<file path="src/rtl/mac_rr_sched.sv">
// mac_rr_sched: round-robin scheduler sharing one 8x8 multiply-accumulate unit across NREQ requesters.
// Define MAC_RR_SCHED_SAT_EN to make the 16-bit accumulator saturate instead of wrapping.
module mac_rr_sched #(
   parameter int NREQ  = 4,
   parameter int LEN_W = 8,
   parameter int ID_W  = 2
) (
   input  logic                  clk,
   input  logic                  reset,
   input  logic [NREQ-1:0]       req_valid,
   input  logic [NREQ*LEN_W-1:0] req_len,
   output logic [NREQ-1:0]       req_ready,
   input  logic [NREQ-1:0]       op_valid,
   input  logic [NREQ*8-1:0]     op_a,
   input  logic [NREQ*8-1:0]     op_b,
   output logic [NREQ-1:0]       op_ready,
   output logic                  res_valid,
   output logic [15:0]           res_data,
   output logic [ID_W-1:0]       res_id,
   input  logic                  res_ready,
   output logic                  busy
);

   typedef enum logic [1:0] {S_IDLE, S_RUN, S_DONE} state_t;

   state_t            state_q, state_d;
   logic [ID_W-1:0]   ptr_q, ptr_d;
   logic [ID_W-1:0]   id_q, id_d;
   logic [LEN_W-1:0]  cnt_q, cnt_d;
   logic [15:0]       acc_q, acc_d;
   logic [15:0]       res_data_q, res_data_d;
   logic [ID_W-1:0]   res_id_q, res_id_d;

   logic [7:0]        a_arr   [NREQ];
   logic [7:0]        b_arr   [NREQ];
   logic [LEN_W-1:0]  len_arr [NREQ];
   logic [ID_W-1:0]   rot_idx [NREQ];
   logic [NREQ-1:0]   rot_req;

   logic              win_found;
   logic [ID_W-1:0]   win_idx;
   logic [15:0]       prod;
   logic [15:0]       acc_sum;

   // rot_req[gi] is the request sitting gi places after the priority pointer
   generate
      for (genvar gi = 0; gi < NREQ; gi++) begin : g_req
         logic [ID_W:0] sum;
         assign a_arr[gi]   = op_a[gi*8 +: 8];
         assign b_arr[gi]   = op_b[gi*8 +: 8];
         assign len_arr[gi] = req_len[gi*LEN_W +: LEN_W];
         assign sum         = {1'b0, ptr_q} + (ID_W+1)'(gi);
         assign rot_idx[gi] = (sum >= (ID_W+1)'(NREQ)) ? ID_W'(sum - (ID_W+1)'(NREQ))
                                                       : sum[ID_W-1:0];
         assign rot_req[gi] = req_valid[rot_idx[gi]];
      end
   endgenerate

   always_comb begin
      win_found = 1'b0;
      win_idx   = '0;
      for (int k = NREQ-1; k >= 0; k--) begin
         if (rot_req[k]) begin
            win_found = 1'b1;
            win_idx   = rot_idx[k];
         end
      end
   end

   assign prod = {8'd0, a_arr[id_q]} * {8'd0, b_arr[id_q]};

`ifdef MAC_RR_SCHED_SAT_EN
   logic [16:0] sum_wide;
   assign sum_wide = {1'b0, acc_q} + {1'b0, prod};
   assign acc_sum  = sum_wide[16] ? 16'hFFFF : sum_wide[15:0];
`else
   assign acc_sum  = acc_q + prod;
`endif

   always_comb begin
      state_d    = state_q;
      ptr_d      = ptr_q;
      id_d       = id_q;
      cnt_d      = cnt_q;
      acc_d      = acc_q;
      res_data_d = res_data_q;
      res_id_d   = res_id_q;
      req_ready  = '0;
      op_ready   = '0;
      case (state_q)
         S_IDLE: begin
            if (win_found) begin
               // Mealy grant; masked so every output reads 0 while reset is held
               req_ready[win_idx] = ~reset;
               id_d  = win_idx;
               cnt_d = len_arr[win_idx];
               acc_d = '0;
               ptr_d = (win_idx == ID_W'(NREQ-1)) ? '0 : win_idx + 1'b1;
               if (len_arr[win_idx] == '0) begin
                  state_d    = S_DONE;
                  res_data_d = '0;
                  res_id_d   = win_idx;
               end else begin
                  state_d = S_RUN;
               end
            end
         end
         S_RUN: begin
            op_ready[id_q] = 1'b1;
            if (op_valid[id_q]) begin
               acc_d = acc_sum;
               cnt_d = cnt_q - 1'b1;
               if (cnt_q == LEN_W'(1)) begin
                  state_d    = S_DONE;
                  res_data_d = acc_sum;
                  res_id_d   = id_q;
               end
            end
         end
         S_DONE: begin
            if (res_ready) state_d = S_IDLE;
         end
         default: state_d = S_IDLE;
      endcase
   end

   always_ff @(posedge clk or posedge reset) begin
      if (reset) begin
         state_q    <= S_IDLE;
         ptr_q      <= '0;
         id_q       <= '0;
         cnt_q      <= '0;
         acc_q      <= '0;
         res_data_q <= '0;
         res_id_q   <= '0;
      end else begin
         state_q    <= state_d;
         ptr_q      <= ptr_d;
         id_q       <= id_d;
         cnt_q      <= cnt_d;
         acc_q      <= acc_d;
         res_data_q <= res_data_d;
         res_id_q   <= res_id_d;
      end
   end

   assign res_valid = (state_q == S_DONE);
   assign busy      = (state_q != S_IDLE);
   assign res_data  = res_data_q;
   assign res_id    = res_id_q;

endmodule

</file>
<file path="config.mk">
export PLATFORM = sky130hd
export DESIGN_NAME = mac_rr_sched
export DESIGN_NICKNAME = d
export VERILOG_FILES = /design/src/rtl/mac_rr_sched.sv
export SDC_FILE = /design/constraint.sdc
export NUM_CORES = 1
export LEC_CHECK = 0
export ABC_AREA = 1
export CAP_MARGIN = 40
export CORE_ASPECT_RATIO = 0.6
export CORE_MARGIN = 2
export CORE_UTILIZATION = 43
export CTS_CLUSTER_DIAMETER = 30
export DETAILED_ROUTE_END_ITERATION = 12
export HOLD_SLACK_MARGIN = 0.03
export PLACE_DENSITY = 0.7
export SYNTH_ARGS = -nofsm -noshare
export SYNTH_HDL_FRONTEND = slang
export SYNTH_SLANG_ARGS = --single-unit
</file>
<file path="constraint.sdc">
create_clock -name clk -period 6.4 [get_ports clk]
set_clock_uncertainty 0.15 [all_clocks]
set_input_delay 1.6 -clock clk [delete_from_list [all_inputs] [get_ports clk]]
set_output_delay 1.6 -clock clk [all_outputs]
set_load 0.02 [all_outputs]
</file>
==> out/metrics.cfg <==
[status]
outcome = finished, final reports clean

[clocking]
cts_tree = yes
clockRootBuffer = clkbuf_16
cts_inserted_buffers = 5
cts.hold.buffers_added = 0
clkTransAtPathRegs_ps = 70
tritoncts_num_sinks = 48
clock_latency_ps = 290
htree_num_levels = 2
cts_buffer_depth = 2

[synthesis]
netlist_area_mm2 = 0.00585
synth_top_cell_area_share_pct = 20.5
netlist_instances = 818
synth.yosys.seq_area_share_pct = 20.5
synth_fp_nets = 1016
cell_with_the_most_instances_after_synthesis = nand2_1
synth.cells.most_frequent = nand2_1, inv_1, nor2_1
ys_async_sr_fraction_pct = 100
synthesis.yosys.warnings = 0
synth_seq_cells = 48
synth_enable_flop_cells = 0
synth_area_leaders = dfrtp_1, fa_1, nand2_1
synth.lib_cells_used.distinct = 41
synth_area_per_cell_um2 = 7.15
ys_dominant_reg_cell = dfrtp_1
synth.largest_area_cell = dfrtp_1

[floorplanning]
design.portCount = 135
rows = 32
die-height_um = 94.3
floorplan.initialDensity_pct = 44.8
core_area_mm2 = 0.0131
fp.dieArea_mm2 = 0.0146
dieWidth_um = 155

[drt]
via_total_after_detailed_routing = 5754
antenna_violating_nets_post_route = 0
detailed_route_wl_um = 16300
initialDrtViolationCount = 308
first_pass_iteration_count_of_the_detailed_router = 5
route.detailed.vias_per_inst = 4.97
drcViolationCount = 0
routed_wire_length_per_instance_um = 14.1

[worst_setup_path]
setup.worst_path.start_class = input pin
path_max_fanout = 6
ff2ff_setup_slack_ps = 830
worst_setup_path_end_kind = register
worst_ep_arrival_time_ps = 6270
r2r_cells = 23
worstSetupPathType = in2reg
cp_data_required_time_ps = 6480

[sta]
timing.slew.headroom_pct = 50.6
post-route-worst-setup-slack_ps = 214
finalHoldViolations = 0
final_min_period_over_clock_period_pct = 96.7
timing.fmax_mhz = 162
period_minus_slack_ps = 6190
timing_worst_slew_pin_value_ps = 739
finalSetupViolCount = 0
maxSlewViolCount = 0

[final_layout]
diodes = 0
multi_input_comb_area_mm2 = 0.00393
fillerInstances = 1186
drive_above_1_share_pct = 11.9
num-nets-final = 1184
flow.area_growth_from_synthesis_pct = 36.3
ff_latch_area_mm2 = 0.00120

[global_route]
overflow = 0
grt_antenna_before_repair = 0
first_global_vias = 5256
grt_pass1_wl_um = 26700
grt_util_all_layers_pct = 23.0
grt_max_degree = 49

[worst_hold_path]
hold_path.class = reg2reg
hold_path_depth = 2

[placed_design]
finalWeightedCongestion = 0.967
dp.final_hpwl_um = 13600
port-buffer-count = 134
place_ws_ps = -274

[run]
drv_cap = 0

[layout make-up]
class	count	share of cell area, %
multi-input combinational	561	49.3
inverter	178	8.44
tap	170	2.67
timing repair buffer	192	22.4
clock buffer	5	1.57
clock inverter	3	0.534
sequential	48	15.1
[layer usage]
metal	global-route usage, %	vias up	part of all wire [%]
met1	38.0	2695	53
met2	30.3	176	39
li1	-	2875	-
met5	0	-	0
met3	5.74	8	7.4
met4	2.39	0	0.58
[cells by family (layout without fill, tap and decap cells)]
group,after synthesis,after routing,synth area share [%]
simple gates,359,359,27.1
flops,48,48,20.5
xor+xnor,9,9,1.35
compound gates,102,102,10.9
buf+inv,209,378,14.2
fa+ha+maj,91,91,25.9
[worst max-delay path: stages]
cell and delay [ps]:
clkdlybuf4s50_1 460, a22oi_1 80, and2_2 260, inv_1 140, nand2_1 90, fa_1 500, fa_1 540, inv_1 50
fa_1 540, inv_1 60, fa_1 520, inv_1 60, ha_4 290, buf_4 100, nand2_1 50, nor2_2 130
nand3_1 140, o2111ai_2 120, o21ai_0 110, a21oi_1 180, nand3_1 100, nand2_1 100
[flip-flops by register name (all words and copies together) (netlist names)]
signal,count
cnt_q,8
res_data,16
state_q,2
acc_q,16
res_id,2
id_q,2
ptr_q,2
[what timing repair did]
item                       4_1_cts  5_1_grt
buffers inserted                 0        1
resized for setup                0       36
setup endpoints to repair        0       16
[final timing paths]
kind | from | end
worst max-delay path | op_a[25] | res_data[15]
worst min-delay path | res_id[0] | res_id[0]
worst max register to register | id_q[0] | res_data[15]
worst min register to register | res_id[0] | res_id[0]
max in group asynchronous | reset | cnt_q[5]
min in group asynchronous | reset | res_data[3]
[placed cells by master, fill, tap and decap left out, types with 4 or more instances in the layout]
| master | count |
|---|---|
| a21oi_1 | 16 |
| a21oi_2 | 6 |
| a22oi_1 | 30 |
| and2_1 | 13 |
| buf_4 | 57 |
| clkbuf_16 | 5 |
| clkdlybuf4s50_1 | 134 |
| dfrtp_1 | 48 |
| fa_1 | 50 |
| ha_1 | 39 |
| inv_1 | 169 |
| inv_2 | 7 |
| nand2_1 | 178 |
| nand2_2 | 9 |
| nand3_1 | 52 |
| nand3b_1 | 12 |
| nand4_1 | 7 |
| nor2_1 | 66 |
| nor2_2 | 6 |
| o21ai_0 | 30 |
| xnor2_1 | 5 |
| xor2_1 | 4 |
[stage by stage]
| step | area, um^2 | util (%) | instances | hold slack, ps | TNS, ps |
|---|---|---|---|---|---|
| 3_5_place_dp | 7680 | 58.8 | 1148 | 310 | -2020 |
| 5_1_grt | 7970 | 61.1 | 1157 | 353 | -43.7 |
| 3_3_place_gp | 7670 | 58.7 | 1147 | 306 | -1450 |
| 6_report | 7970 | 61.1 | 1157 | 322 | 0 |
| 4_1_cts | 7850 | 60.1 | 1156 | 325 | 0 |
| 2_1_floorplan | 5850 | - | 818 | 305 | 0 |
Power is left out: the tool's default activity adds up to more than one toggle a clock period on the data nets, which glitch-free logic cannot reach.
